**src/rtl/mem_arbiter.sv**
```systemverilog
// Two-port (fetch / data) arbiter onto a single fixed-latency memory.
// Data port has priority; a starvation counter hands the memory to fetch after STARVE_LIM data grants.
module mem_arbiter #(
  parameter int unsigned MEM_LAT    = 2,
  parameter int unsigned STARVE_LIM = 3
) (
  input  logic        clk,
  input  logic        reset,
  input  logic        if_req,
  input  logic [31:0] if_addr,
  output logic [31:0] if_rdata,
  output logic        if_ready,
  input  logic        dm_req,
  input  logic        dm_we,
  input  logic [31:0] dm_addr,
  input  logic [31:0] dm_wdata,
  output logic [31:0] dm_rdata,
  output logic        dm_ready,
  output logic        mem_en,
  output logic        mem_we,
  output logic [31:0] mem_addr,
  output logic [31:0] mem_wdata,
  input  logic [31:0] mem_rdata,
  output logic        stall_if,
  output logic        stall_mem
);
  localparam int unsigned DW    = 32;
  localparam int unsigned CNT_W = 3;
  localparam int unsigned STV_W = (STARVE_LIM < 1) ? 1 : $clog2(STARVE_LIM + 1);

  typedef enum logic [1:0] {S_IDLE = 2'd0, S_ACCESS = 2'd1, S_RESP = 2'd2} state_e;
  typedef enum logic {PORT_IF = 1'b0, PORT_DM = 1'b1} port_e;

  state_e            state_q, state_d;
  port_e             owner_q, owner_d;
  logic [CNT_W-1:0]  cnt_q, cnt_d;
  logic [STV_W-1:0]  starve_q, starve_d;
  logic              mem_en_q, mem_en_d;
  logic              mem_we_q, mem_we_d;
  logic [DW-1:0]     mem_addr_q, mem_addr_d;
  logic [DW-1:0]     mem_wdata_q, mem_wdata_d;
  logic              if_ready_q, if_ready_d;
  logic              dm_ready_q, dm_ready_d;
  logic [DW-1:0]     if_rdata_q, if_rdata_d;
  logic [DW-1:0]     dm_rdata_q, dm_rdata_d;

  logic if_cand, dm_cand, starved, grant_if, grant_dm;

  // The port being acknowledged in RESP still holds req high, so it sits out this decision.
  assign if_cand  = if_req & ~((state_q == S_RESP) & (owner_q == PORT_IF));
  assign dm_cand  = dm_req & ~((state_q == S_RESP) & (owner_q == PORT_DM));
  assign starved  = if_cand & (starve_q == STV_W'(STARVE_LIM));
  assign grant_dm = dm_cand & ~starved;
  assign grant_if = if_cand & ~grant_dm;

  always_comb begin
    state_d     = state_q;
    owner_d     = owner_q;
    cnt_d       = cnt_q;
    starve_d    = starve_q;
    mem_en_d    = 1'b0;
    mem_we_d    = 1'b0;
    mem_addr_d  = '0;
    mem_wdata_d = '0;
    if_ready_d  = 1'b0;
    dm_ready_d  = 1'b0;
    if_rdata_d  = if_rdata_q;
    dm_rdata_d  = dm_rdata_q;

    case (state_q)
      S_ACCESS: begin
        if (cnt_q == CNT_W'(1)) begin
          state_d = S_RESP;
          if (owner_q == PORT_IF) begin
            if_ready_d = 1'b1;
            if_rdata_d = mem_rdata;
          end else begin
            dm_ready_d = 1'b1;
            if (!mem_we_q) dm_rdata_d = mem_rdata;
          end
        end else begin
          cnt_d       = cnt_q - CNT_W'(1);
          mem_en_d    = 1'b1;
          mem_we_d    = mem_we_q;
          mem_addr_d  = mem_addr_q;
          mem_wdata_d = mem_wdata_q;
        end
      end
      default: begin
        // IDLE and RESP share the grant decision; RESP falls back to IDLE when nothing is granted.
        state_d = S_IDLE;
        if (grant_if || grant_dm) begin
          state_d  = S_ACCESS;
          cnt_d    = CNT_W'(MEM_LAT);
          mem_en_d = 1'b1;
          if (grant_dm) begin
            owner_d     = PORT_DM;
            mem_we_d    = dm_we;
            mem_addr_d  = dm_addr;
            mem_wdata_d = dm_wdata;
            if (!if_cand)                               starve_d = '0;
            else if (starve_q != STV_W'(STARVE_LIM))    starve_d = starve_q + STV_W'(1);
          end else begin
            owner_d    = PORT_IF;
            mem_addr_d = if_addr;
            starve_d   = '0;
          end
        end
      end
    endcase
  end

  always_ff @(posedge clk or posedge reset) begin
    if (reset) begin
      state_q     <= S_IDLE;
      owner_q     <= PORT_IF;
      cnt_q       <= '0;
      starve_q    <= '0;
      mem_en_q    <= 1'b0;
      mem_we_q    <= 1'b0;
      mem_addr_q  <= '0;
      mem_wdata_q <= '0;
      if_ready_q  <= 1'b0;
      dm_ready_q  <= 1'b0;
      if_rdata_q  <= '0;
      dm_rdata_q  <= '0;
    end else begin
      state_q     <= state_d;
      owner_q     <= owner_d;
      cnt_q       <= cnt_d;
      starve_q    <= starve_d;
      mem_en_q    <= mem_en_d;
      mem_we_q    <= mem_we_d;
      mem_addr_q  <= mem_addr_d;
      mem_wdata_q <= mem_wdata_d;
      if_ready_q  <= if_ready_d;
      dm_ready_q  <= dm_ready_d;
      if_rdata_q  <= if_rdata_d;
      dm_rdata_q  <= dm_rdata_d;
    end
  end

  assign mem_en    = mem_en_q;
  assign mem_we    = mem_we_q;
  assign mem_addr  = mem_addr_q;
  assign mem_wdata = mem_wdata_q;
  assign if_ready  = if_ready_q;
  assign dm_ready  = dm_ready_q;
  assign if_rdata  = if_rdata_q;
  assign dm_rdata  = dm_rdata_q;
  assign stall_if  = if_req & ~if_ready_q;
  assign stall_mem = dm_req & ~dm_ready_q;

endmodule

```
**config.mk**
```make
export PLATFORM = sky130hd
export DESIGN_NAME = mem_arbiter
export DESIGN_NICKNAME = d
export VERILOG_FILES = /design/src/rtl/mem_arbiter.sv
export SDC_FILE = /design/constraint.sdc
export NUM_CORES = 1
export LEC_CHECK = 0
export BUFFER_PORTS_ARGS = -buffer_cell sky130_fd_sc_hd__buf_2
export CORE_MARGIN = 2
export CORE_UTILIZATION = 40
export CTS_BUF_LIST = sky130_fd_sc_hd__clkbuf_4 sky130_fd_sc_hd__clkbuf_8
export DETAILED_ROUTE_END_ITERATION = 8
export GPL_TIMING_DRIVEN = 1
export PLACE_DENSITY = 0.7
export SETUP_SLACK_MARGIN = 0.02
export SYNTH_ARGS = -nofsm -noshare
export SYNTH_HDL_FRONTEND = slang
export SYNTH_SLANG_ARGS = --single-unit
export TNS_END_PERCENT = 30
```
**constraint.sdc**
```tcl
create_clock -name clk -period 4.51 [get_ports clk]
set_clock_uncertainty 0.05 [all_clocks]
set_input_delay 0.2255 -clock clk [delete_from_list [all_inputs] [get_ports clk]]
set_output_delay 0.2255 -clock clk [all_outputs]
set_load 0.005 [all_outputs]
```
== Word-level counts from Yosys, hierarchy flattened ==
Cells that the tools add are included.

* Word-level logic and storage cells: 77
* Register bits: 140
* Output and inout port bits: 134

* Reductions and logical operators: 7
* Add/sub/neg operators: 2
* Bitwise logic cells: 18
* Mux-type cells: 30
* Equal/unequal tests: 8

{| class="wikitable"
|+ Operator list
! cell !! count
|-
| 32-bit 2-to-1 mux || 7
|-
| 1-bit 2-to-1 mux || 15
|-
| 2-bit 2-to-1 mux || 5
|-
| 1-bit bitwise AND || 9
|-
| 3-bit 2-to-1 mux || 3
|-
| 1-bit inverter || 9
|-
| 2-bit inequality test, second input constant || 3
|-
| 3-bit AND reduction || 2
|-
| 2-bit equality test, second input constant || 2
|-
| 2-bit AND reduction || 2
|-
| 4-bit AND reduction || 1
|-
| 3-bit by 1-bit equality test with 1-bit output, second input constant || 1
|-
| 3-bit by 2-bit inequality test with 1-bit output, second input constant || 1
|-
| 3-bit by 1-bit subtractor with 3-bit output, second input constant || 1
|-
| 2-bit by 1-bit adder with 2-bit output, second input constant || 1
|-
| 2-bit by 1-bit equality test with 1-bit output, second input constant || 1
|-
| 2-bit nonzero test || 1
|-
| 1-bit logical OR || 1
|}

== Depth between registers and ports, before layout ==
Gate-level depths: netlist of the first run.

* Depth after elaboration: 12
* Depth in mapped cells: 9

== Worst setup path before layout of the first run ==
OpenSTA, ideal clock, no wires.

* Path type: reg-to-reg
* Start point: register cnt_q[1]
* End point: register if_rdata_q[10], in the netlist if_rdata[10]
* Stages on the path, launching flop included: 7
* Setup time: 125 ps
* Slack: 2,845 ps
* Data arrival time: 1,490 ps
* Required time: 4,335 ps
* Cells stage by stage: dfrtp_1 inv_1 ha_1 nand2b_2 nor3_4 buf_6 mux2_2

* Word-level cells in the longest chain between the ends: 2

{| class="wikitable"
|+ Ends and longest elaborated chain
! element !! line !! RTL
|-
| start: declaration || 36 || <nowiki>logic [CNT_W-1:0] cnt_q, cnt_d;</nowiki>
|-
| start signal: assignment || 130 || <nowiki>cnt_q <= cnt_d;</nowiki>
|-
| 3-bit by 1-bit equality test with 1-bit output || 72 || <nowiki>if (cnt_q == CNT_W'(1)) begin</nowiki>
|-
| 3-bit AND reduction (no line) || n/a ||
|-
| end signal: assignment || 138 || <nowiki>if_rdata_q <= if_rdata_d;</nowiki>
|-
| end: declaration || 44 || <nowiki>logic [DW-1:0] if_rdata_q, if_rdata_d;</nowiki>
|}

Every way passes these cells.
A chain may end at the register's enable or synchronous reset.

== Worst setup path after layout of the first run ==
* Start point: register starve_q[0]
* End point: register mem_addr_q[4], in the netlist mem_addr[4]

* Word-level cells in the longest chain between the ends: 9

{| class="wikitable"
|+ Ends and longest elaborated chain
! element !! line !! RTL
|-
| start: declaration || 37 || <nowiki>logic [STV_W-1:0] starve_q, starve_d;</nowiki>
|-
| start signal: assignment || 131 || <nowiki>starve_q <= starve_d;</nowiki>
|-
| 2-bit equality test * || 52 || <nowiki>assign starved = if_cand & (starve_q == STV_W'(STARVE_LIM));</nowiki>
|-
| 1-bit bitwise AND * || 52 ||
|-
| 1-bit inverter * || 53 || <nowiki>assign grant_dm = dm_cand & ~starved;</nowiki>
|-
| 1-bit bitwise AND * || 53 ||
|-
| 1-bit inverter || 54 || <nowiki>assign grant_if = if_cand & ~grant_dm;</nowiki>
|-
| 1-bit bitwise AND || 54 ||
|-
| 1-bit logical OR || 92 || <nowiki>if (grant_if || grant_dm) begin</nowiki>
|-
| 32-bit 2-to-1 mux * || 92 ||
|-
| 32-bit 2-to-1 mux * || 70 || <nowiki>case (state_q)</nowiki>
|-
| end signal: assignment || 134 || <nowiki>mem_addr_q <= mem_addr_d;</nowiki>
|-
| end: declaration || 40 || <nowiki>logic [DW-1:0] mem_addr_q, mem_addr_d;</nowiki>
|}

Every way passes the cells marked *; elsewhere a longest branch is shown, timed or not.

==> flow_metrics.env, run 1 <==
export IMPL_cap_viol_max_count=0
export IMPL_clock_sinks=140
export IMPL_setup_total_negative_slack_ns=0
export IMPL_avgViaCountPerCell=4.80
export IMPL_critical_path_peak_fanout=20
export IMPL_area_growth_synth_to_final_pct=48.5
export IMPL_clkTransAtPathRegs_ns=0.07
export IMPL_mappedNetlistNets=542
export IMPL_vias_in_the_first_global_route=4837
export IMPL_clock_latency_at_the_later_pin_of_the_worst_skew_pair_ns=0.43
export IMPL_route_detailed_drc=0
export IMPL_h_tree_depth=4
export IMPL_floorplan_initialDensity_pct=41.2
export IMPL_yosysTopAreaCell="sky130_fd_sc_hd__dfrtp_1"
export IMPL_synth_lib_cells_used_distinct=32
export IMPL_port_buffers=266
export IMPL_worst_slew_margin_rel_pct=13.4
export IMPL_combined_area_of_the_multi_input_logic_cells_um2=2050
export IMPL_die_w_um=124
export IMPL_r2r_setup_slack_ns=1.81
export IMPL_numCtsBuffers=17
export IMPL_start_kind="flip-flop"
export IMPL_end_kind="flip-flop"
export IMPL_final_fill_count=1105
export IMPL_cp_required_ns=4.73
export IMPL_final_min_clock_period_ns=2.70
export IMPL_global_route_usage_total_pct=20.0
export IMPL_power_leakage_uw=0.00448
export IMPL_mappedNetlistArea_um2=5760
export IMPL_layout_nets=898
export IMPL_commonest_non_fill_non_tap_cell_in_the_layout="sky130_fd_sc_hd__buf_2"
export IMPL_report_final_hold_viol_count=0
export IMPL_power_report_internal_total_uw=3580
export IMPL_layout_cells_most_common_list="sky130_fd_sc_hd__buf_2, sky130_fd_sc_hd__dfrtp_1, sky130_fd_sc_hd__dlygate4sd3_1"
export IMPL_avgRoutedWirePerCell_um=16.0
export IMPL_power_net_switching_uw=1710
export IMPL_grt_overflow=0
export IMPL_clk_tree_root_cell="sky130_fd_sc_hd__clkbuf_8"
export IMPL_synthCells=406
export IMPL_post_dp_hpwl_um=9870
export IMPL_num_antenna_cells=0
export IMPL_antenna_found_initial=0
export IMPL_final_min_period_over_clock_period_pct=59.9
export IMPL_die_area_um2=15400
export IMPL_power_density_of_the_placed_cells_nw_per_um2=619
export IMPL_placed_cells_incl_taps=829
export IMPL_final_antenna_net_count=0
export IMPL_worst_pin_slew_ns=1.29
export IMPL_slew_viol_final=0
export IMPL_drt_iter0_drc=168
export IMPL_yosys_register_bits=140
export IMPL_power_uw=5300
export IMPL_outcome="completed"
export IMPL_synth_top_area_share_pct=60.8
export IMPL_share_clk_of_total_power_pct=21.3
export IMPL_cts_buffer_depth=2
export IMPL_power_sequential_fraction_pct=41.4
export IMPL_setup_viol_count_final=0
export IMPL_critical_path_arrival_ns=2.92
export IMPL_synth_warnings=0
export IMPL_drive_gt1_share_pct=46.8
export IMPL_setup_worst_path_class="reg -> reg"
export IMPL_die_outline_height_um=124
export IMPL_area_sequential_um2=3500
export IMPL_grt_max_degree=83
export IMPL_grt_first_pass_wirelength_um=23500
export IMPL_combinationalPowerShare_pct=37.3
export IMPL_worst_ir_drop_vdd_uv=433
export IMPL_totalWireLength_um=15300
export IMPL_tritoncts="built"
export IMPL_drt_first_pass_iters=4
export IMPL_floorplan_rows=43
export IMPL_rsz0062_at_grt="no"
export IMPL_pin_count=267
export IMPL_place_gp_congestion=0.779
export IMPL_synth_sequential_area_ratio_pct=60.8
export IMPL_timing_hold_worst_class="in -> reg"
export IMPL_synthesis_area_per_instance_um2=14.2
export IMPL_fmaxAchievable_ghz=0.370
export IMPL_dr_total_vias=4586
export IMPL_core_region_area_um2=14000
export IMPL_synth_area_leaders="sky130_fd_sc_hd__dfrtp_1, sky130_fd_sc_hd__mux2_4, sky130_fd_sc_hd__mux2i_1"
export IMPL_post_layout_instance_count_excluding_filler_cells=955
export IMPL_sw_frac_of_total_pct=32.3
==> power groups by stage <==
stage                     registers, uW  logic [uW]  clock network (uW)
after floorplan                    2200        1110                   0
after global placement             2170        1860                   0
after detailed placement           2200        1920                   0
after CTS                          2180        1990                1160
after global routing               2260        2190                1230
final                              2190        1970                1130
==> layer usage <==
layer  GRT usage [%]  up-vias  share of wire, %
met4            8.71        0               2.2
met5               0        -                 0
li1                -     2148                 -
met3            5.04       29               7.0
met1            23.1     2221                39
met2            35.2      188                51
==> Yosys cell counts <==
master,number
sky130_fd_sc_hd__dfrtp_1,140
sky130_fd_sc_hd__nand2_1,42
sky130_fd_sc_hd__mux2i_1,34
sky130_fd_sc_hd__a22o_1,33
sky130_fd_sc_hd__mux2_4,30
sky130_fd_sc_hd__o21ai_1,30
sky130_fd_sc_hd__mux2_2,21
sky130_fd_sc_hd__buf_2,13
sky130_fd_sc_hd__mux2_1,13
sky130_fd_sc_hd__buf_6,10
sky130_fd_sc_hd__inv_1,5
sky130_fd_sc_hd__o21ai_0,5
sky130_fd_sc_hd__and2_1,3
sky130_fd_sc_hd__ha_1,3
sky130_fd_sc_hd__nor2b_1,3
sky130_fd_sc_hd__clkbuf_1,2
sky130_fd_sc_hd__nand2b_2,2
sky130_fd_sc_hd__nand3b_1,2
sky130_fd_sc_hd__nor2_1,2
sky130_fd_sc_hd__a211o_1,1
sky130_fd_sc_hd__a21o_1,1
sky130_fd_sc_hd__a22oi_1,1
sky130_fd_sc_hd__a32oi_1,1
sky130_fd_sc_hd__and2b_4,1
sky130_fd_sc_hd__buf_4,1
sky130_fd_sc_hd__nand3_1,1
sky130_fd_sc_hd__nand3b_4,1
sky130_fd_sc_hd__nor2_4,1
sky130_fd_sc_hd__nor2b_2,1
sky130_fd_sc_hd__nor3_4,1
sky130_fd_sc_hd__o211ai_4,1
sky130_fd_sc_hd__or4_1,1
==> state kept, by name (all words and copies together) (netlist names) <==
signal / flops
dm_rdata: 32
if_rdata: 32
mem_addr: 32
mem_wdata: 32
cnt_q: 3
starve_q: 2
state_q: 2
dm_ready: 1
if_ready: 1
mem_en: 1
mem_we: 1
owner_q: 1
==> per-stage QoR <==
stage	util [%]	hold WS (ns)	instance area, um^2	worst slack (ns)
after global routing	61.1	0.00135	8550	1.64
final	61.1	0.0308	8550	1.81
after floorplan	-	0.308	5760	0.482
after detailed placement	51.1	0.358	7150	2.26
after CTS	61.1	0.000678	8540	1.80
after global placement	51.1	0.342	7150	2.31
==> area by class of cell <==
cell class / instances / share of cell area (%)
Clock buffer: 22 / 3.47
Clock inverter: 10 / 1.87
Inverter: 5 / 0.278
Multi-Input combinational cell: 235 / 23.9
Sequential cell: 140 / 41.0
Tap cell: 180 / 2.63
Timing Repair Buffer: 363 / 26.8
==> path summary, 6_finish.rpt <==
path / start / endpoint / depth (start not counted)
worst min register to register: cnt_q[2] / cnt_q[2] / 1
max in group asynchronous: reset / mem_addr[12] / 4
worst max-delay path: starve_q[0] / mem_addr[4] / 7
worst max register to register: starve_q[0] / mem_addr[4] / 7
worst min-delay path: dm_addr[25] / mem_addr[25] / 3
min in group asynchronous: reset / dm_rdata[13] / 3
==> cells by family (layout without fill, tap and decap cells) <==
family / count (synthesis) / in the layout / synth area share [%]
flops: 140 / 140 / 60.8
mux: 98 / 98 / 20.4
compound gates: 73 / 73 / 9.00
simple gates: 61 / 61 / 5.45
buf+inv: 31 / 400 / 3.67
fa+ha+maj: 3 / 3 / 0.652
==> critical path, stage by stage, from the launching register on <==
cell and delay [ns]:
sky130_fd_sc_hd__dfrtp_1 0.37, sky130_fd_sc_hd__ha_1 0.20, sky130_fd_sc_hd__nand2_1 0.12, sky130_fd_sc_hd__o211ai_4 0.52
sky130_fd_sc_hd__buf_4 0.43, sky130_fd_sc_hd__mux2i_1 0.22, sky130_fd_sc_hd__dlygate4sd3_1 0.57, sky130_fd_sc_hd__o21ai_1 0.06
==> timing repair <==
| item | in CTS | in global routing |
|---|---|---|
| hold buffers | 93 | 1 |
| resized for setup | 0 | 0 |
| setup buffers | 0 | 0 |
| endpoints found under the hold margin | 194 | 1 |
(Power assumes the default switching activity.)
==> run 2, diff against run 1 <==
==> constraint.sdc (replaced) <==
create_clock -name clk -period 2.6 [get_ports clk]
set_clock_uncertainty 0.05 [all_clocks]
set_input_delay 0.13 -clock clk [delete_from_list [all_inputs] [get_ports clk]]
set_output_delay 0.13 -clock clk [all_outputs]
set_load 0.005 [all_outputs]
==> flow_metrics.env, run 2 (synthesized netlist as in run 1, its figures left out) <==
export IMPL_post_dp_hpwl_um=10100
export IMPL_worst_ir_drop_vdd_uv=431
export IMPL_sw_frac_of_total_pct=32.9
export IMPL_layout_cells_most_common_list="sky130_fd_sc_hd__buf_2, sky130_fd_sc_hd__dfrtp_1, sky130_fd_sc_hd__dlygate4sd3_1"
export IMPL_h_tree_depth=4
export IMPL_crit_reg2reg_capture="mem_addr[14]"
export IMPL_r2r_setup_slack_ns=0.16
export IMPL_grt_met3_usage_pct=5.31
export IMPL_core_region_area_um2=14000
export IMPL_clock_sinks=140
export IMPL_global_route_usage_total_pct=21.2
export IMPL_final_antenna_net_count=0
export IMPL_cap_viol_max_count=0
export IMPL_die_w_um=124
export IMPL_timing_hold_worst_class="in -> reg"
export IMPL_dr_total_vias=4884
export IMPL_numCtsBuffers=17
export IMPL_cts_buffer_depth=2
export IMPL_grt_max_degree=63
export IMPL_avgViaCountPerCell=4.89
export IMPL_post_cts_hold_buffer_count=130
export IMPL_clock_latency_at_the_later_pin_of_the_worst_skew_pair_ns=0.43
export IMPL_antenna_found_initial=0
export IMPL_commonest_non_fill_non_tap_cell_in_the_layout="sky130_fd_sc_hd__buf_2"
export IMPL_final_min_clock_period_ns=2.44
export IMPL_critPathCapture="mem_addr[14]"
export IMPL_combinationalPowerShare_pct=39.6
export IMPL_drt_first_pass_iters=5
export IMPL_globalRouteMet2Util_pct=37.5
export IMPL_clkTransAtPathRegs_ns=0.07
export IMPL_drt_iter0_drc=234
export IMPL_setup_total_negative_slack_ns=0
export IMPL_start_kind="flip-flop"
export IMPL_grt_overflow=0
export IMPL_worst_slew_margin_rel_pct=16.3
export IMPL_critical_path_peak_fanout=29
export IMPL_totalWireLength_um=16300
export IMPL_die_area_um2=15400
export IMPL_startpoint="starve_q[0]"
export IMPL_fmaxAchievable_ghz=0.410
export IMPL_num_antenna_cells=0
export IMPL_layout_nets=942
export IMPL_worst_pin_slew_ns=1.25
export IMPL_die_outline_height_um=124
export IMPL_setup_viol_count_final=0
export IMPL_cts_repair_timing_setup_buffer_count=0
export IMPL_pin_count=267
export IMPL_share_clk_of_total_power_pct=19.3
export IMPL_avgRoutedWirePerCell_um=16.4
export IMPL_grt_first_pass_wirelength_um=25100
export IMPL_worst_case_setup_margin_in_the_final_layout_ns=0.160
export IMPL_tritoncts="built"
export IMPL_clk_tree_root_cell="sky130_fd_sc_hd__clkbuf_8"
export IMPL_outcome="completed"
export IMPL_vias_in_the_first_global_route=5233
export IMPL_report_final_hold_viol_count=0
export IMPL_rsz0062_at_grt="no"
export IMPL_crit_reg2reg_launch="starve_q[0]"
export IMPL_floorplan_rows=43
export IMPL_critical_path_arrival_ns=2.69
export IMPL_setup_worst_path_class="reg -> reg"
export IMPL_power_sequential_fraction_pct=41.2
export IMPL_final_min_period_over_clock_period_pct=93.8
export IMPL_power_report_internal_total_uw=6130
export IMPL_route_detailed_drc=0
export IMPL_power_net_switching_uw=3010
export IMPL_global_route_usage_met1_pct=23.9
export IMPL_port_buffers=266
export IMPL_slew_viol_final=0
export IMPL_post_cts_resize_count=0
export IMPL_place_gp_congestion=0.768
export IMPL_grt_busiest_layer="met2"
export IMPL_area_growth_synth_to_final_pct=55.4
export IMPL_floorplan_initialDensity_pct=41.2
export IMPL_cp_required_ns=2.85
export IMPL_worst_r2r_path_depth=6
export IMPL_drive_gt1_share_pct=45.3
export IMPL_power_density_of_the_placed_cells_nw_per_um2=1020
export IMPL_power_leakage_uw=0.00464
export IMPL_end_kind="flip-flop"
export IMPL_detailedPlace_worstSlack_ns=0.185
-- run 2: cell count changes in the layout (fill, tap and decap cells not counted), sizes merged --
cell / change
clkinvlp: +2
dlygate4sd3: +36
inv: -1
bufinv: -2
buf: +8
clkbuf: +1
-- run 2: worst min path at each step --
stage,end,cells past startpoint,start
after floorplan,mem_wdata[26],1,dm_wdata[26]
final,starve_q[0],4,if_req
after global routing,starve_q[0],4,if_req
after detailed placement,mem_addr[21],2,reset
after CTS,starve_q[0],4,if_req
after global placement,mem_addr[21],2,reset
-- run 2: cell type report --
class,count,area [um^2]
clock buffer,23,298
clock inverter,9,111
fill,1038,5040
inverter,5,22.5
multi-input combinational,235,2050
sequential,140,3500
tap,180,225
timing repair buffer,407,2740
-- run 2: power by group through the flow --
| stage | clock, uW | combinational (uW) | sequential [uW] |
|---|---|---|---|
| floorplan | 0 | 1930 | 3810 |
| global placement | 0 | 3370 | 3740 |
| detailed placement | 0 | 3470 | 3780 |
| CTS | 1820 | 3620 | 3750 |
| global route | 1920 | 3980 | 3880 |
| finish | 1760 | 3610 | 3760 |
-- run 2: worst max-delay path: stages (launching register included) --
cell,delay (ns)
sky130_fd_sc_hd__dfrtp_1,0.36
sky130_fd_sc_hd__ha_1,0.19
sky130_fd_sc_hd__nand2_1,0.11
sky130_fd_sc_hd__o211ai_4,0.97
sky130_fd_sc_hd__buf_4,0.29
sky130_fd_sc_hd__mux2i_1,0.23
sky130_fd_sc_hd__o21ai_1,0.08
-- run 2: per-stage QoR --
step	area, um^2	hold slack [ns]	std cells	power, uW	util [%]
finish	8950	0.0820	999	9130	64.0
global route	8950	0.0938	999	9780	64.0
CTS	8950	0.0385	999	9200	64.0
detailed placement	7240	0.297	837	7250	51.7
global placement	7240	0.268	837	7110	51.7
floorplan	5760	0.213	406	5740	-
-- run 2: per-layer routing --
| metal | wire length, um | vias up | part of all wire (%) |
|---|---|---|---|
| li1 | - | 2234 | - |
| met4 | 502 | 0 | 3.1 |
| met1 | 6350 | 2366 | 39 |
| met3 | 1080 | 47 | 6.6 |
| met5 | 0 | - | 0 |
| met2 | 8410 | 237 | 51 |
==> run 3, diff against run 2 <==
==> constraint.sdc (replaced) <==
create_clock -name clk -period 2.9 [get_ports clk]
set_clock_uncertainty 0.05 [all_clocks]
set_input_delay 0.145 -clock clk [delete_from_list [all_inputs] [get_ports clk]]
set_output_delay 0.145 -clock clk [all_outputs]
set_load 0.005 [all_outputs]
==> flow_metrics.env, run 3 (synthesized netlist as in run 1, its figures left out) <==
export IMPL_power_density_of_the_placed_cells_nw_per_um2=921
export IMPL_vias_in_the_first_global_route=5149
export IMPL_core_region_area_um2=14000
export IMPL_setup_total_negative_slack_ns=0
export IMPL_cp_slowest_cell="sky130_fd_sc_hd__dlygate4sd3_1"
export IMPL_path_buf_inv=2
export IMPL_combinationalPowerShare_pct=39.8
export IMPL_final_antenna_net_count=0
export IMPL_drt_iter0_drc=225
export IMPL_clk_tree_root_cell="sky130_fd_sc_hd__clkbuf_8"
export IMPL_sw_frac_of_total_pct=33.0
export IMPL_timing_hold_worst_class="in -> reg"
export IMPL_drt_first_pass_iters=4
export IMPL_antenna_found_initial=0
export IMPL_rsz0062_at_grt="no"
export IMPL_route_detailed_drc=0
export IMPL_worstPathCellList="ha_1 -> nand2_1 -> o211ai_4 -> buf_4 -> mux2i_1 -> dlygate4sd3_1 -> o21ai_0"
export IMPL_crit_reg2reg_launch="starve_q[0]"
export IMPL_fmaxAchievable_ghz=0.363
export IMPL_worst_r2r_path_depth=7
export IMPL_global_route_usage_total_pct=21.2
export IMPL_slew_viol_final=0
export IMPL_detailroute_wirelength_met3_um=1180
export IMPL_route_layer_met1_wl_um=6350
export IMPL_cap_viol_max_count=0
export IMPL_place_gp_congestion=0.758
export IMPL_grt_overflow=0
export IMPL_met2_length_um=8760
export IMPL_post_layout_instance_count_excluding_filler_cells=995
export IMPL_r2r_setup_slack_ns=0.14
export IMPL_end_kind="flip-flop"
export IMPL_whs_path_depth=4
export IMPL_worst_pin_slew_ns=0.920
export IMPL_clock_sinks=140
export IMPL_outcome="completed"
export IMPL_detailedPlace_worstSlack_ns=0.568
export IMPL_avgRoutedWirePerCell_um=16.8
export IMPL_worst_case_setup_margin_in_the_final_layout_ns=0.143
export IMPL_cts_buffer_depth=2
export IMPL_power_report_internal_total_uw=5520
export IMPL_dr_total_vias=4908
export IMPL_crit_reg2reg_capture="mem_addr[19]"
export IMPL_avgViaCountPerCell=4.93
export IMPL_pin_count=267
export IMPL_worst_hold_path_endpoint="starve_q[0]"
export IMPL_critical_path_peak_fanout=11
export IMPL_critical_path_arrival_ns=3.00
export IMPL_die_w_um=124
export IMPL_final_fill_count=1077
export IMPL_start_kind="flip-flop"
export IMPL_power_leakage_uw=0.00464
export IMPL_post_dp_hpwl_um=10100
export IMPL_drive_gt1_share_pct=45.0
export IMPL_final_min_period_over_clock_period_pct=95.1
export IMPL_layout_nets=940
export IMPL_numCtsBuffers=17
export IMPL_area_growth_synth_to_final_pct=55.2
export IMPL_post_cts_resize_count=0
export IMPL_worst_ir_drop_vdd_uv=438
export IMPL_power_net_switching_uw=2710
export IMPL_port_buffers=266
export IMPL_critPathMaxStageDelay_ns=0.59
export IMPL_num_antenna_cells=0
export IMPL_clock_latency_at_the_later_pin_of_the_worst_skew_pair_ns=0.43
export IMPL_tritoncts="built"
export IMPL_setup_viol_count_final=0
export IMPL_die_outline_height_um=124
export IMPL_floorplan_initialDensity_pct=41.2
export IMPL_dr_max_layer_used="met4"
export IMPL_startpoint="starve_q[0]"
export IMPL_placed_cells_incl_taps=834
export IMPL_cpLargestDelayFamily="buffers and inverters"
export IMPL_final_min_clock_period_ns=2.76
export IMPL_cp_required_ns=3.14
export IMPL_h_tree_depth=4
export IMPL_share_clk_of_total_power_pct=19.0
export IMPL_layout_cells_most_common_list="sky130_fd_sc_hd__buf_2, sky130_fd_sc_hd__dfrtp_1, sky130_fd_sc_hd__dlygate4sd3_1"
export IMPL_commonest_non_fill_non_tap_cell_in_the_layout="sky130_fd_sc_hd__buf_2"
export IMPL_floorplan_rows=43
export IMPL_hp_start="if_req"
export IMPL_die_area_um2=15400
export IMPL_grt_max_degree=56
export IMPL_grt_first_pass_wirelength_um=24800
export IMPL_power_sequential_fraction_pct=41.2
export IMPL_worst_slew_margin_rel_pct=38.5
export IMPL_report_final_hold_viol_count=0
export IMPL_clkTransAtPathRegs_ns=0.07
export IMPL_totalWireLength_um=16700
export IMPL_setup_worst_path_class="reg -> reg"
## run 3: worst min-delay path, stage by stage
cell                      delay, ns
sky130_fd_sc_hd__buf_2         0.14
sky130_fd_sc_hd__nand2_1       0.07
sky130_fd_sc_hd__or4_1         0.12
sky130_fd_sc_hd__o21ai_0       0.08
## run 3: power groups by stage
| stage | Clock, uW | Sequential (uW) | Combinational, uW |
|---|---|---|---|
| 5_1_grt | 1700 | 3500 | 3590 |
| 3_3_place_gp | 0 | 3350 | 3000 |
| 3_5_place_dp | 0 | 3390 | 3100 |
| 2_1_floorplan | 0 | 3420 | 1730 |
| 6_report | 1570 | 3390 | 3280 |
| 4_1_cts | 1610 | 3370 | 3260 |
## run 3: area by class of cell
| cell class | count | area [um^2] | share of cell area (%) |
|---|---|---|---|
| Clock buffer | 24 | 312 | 3.49 |
| Clock inverter | 6 | 86.3 | 0.966 |
| Inverter | 5 | 22.5 | 0.252 |
| Multi-Input combinational cell | 236 | 2060 | 23.0 |
| Sequential cell | 140 | 3500 | 39.2 |
| Tap cell | 180 | 225 | 2.52 |
| Timing Repair Buffer | 404 | 2730 | 30.5 |
## run 3: worst max-delay path by stage
| stage | endpoint | slack (ns) | depth (start not counted) |
|---|---|---|---|
| after floorplan | cnt_q[0] | 0.96 | 1 |
| after global placement | mem_addr[18] | 0.71 | 6 |
| after detailed placement | mem_addr[12] | 0.57 | 6 |
| after CTS | mem_addr[18] | 0.05 | 7 |
| after global routing | mem_addr[19] | 0.03 | 7 |
| final | mem_addr[19] | 0.14 | 7 |
## run 3: per-layer routing
layer  vias up  GRT usage [%]
met5         -              0
met4         0           8.99
met3        44           6.18
met2       228           38.1
met1      2408           23.2
li1       2228              -
## run 3: stage by stage
stage / util [%] / hold slack [ns] / area (um^2) / total power, uW
global placement: 51.7 / 0.311 / 7230 / 6350
CTS: 63.8 / 0.0704 / 8930 / 8240
global route: 63.9 / 0.0898 / 8940 / 8790
floorplan: - / 0.228 / 5760 / 5150
detailed placement: 51.7 / 0.318 / 7230 / 6490
finish: 63.9 / 0.124 / 8940 / 8230
## run 3: timing repair
item	4_1_cts	5_1_grt
setup buffers	0	0
hold endpoints to repair	167	0
endpoints found under the setup margin	0	8
hold buffers	130	0
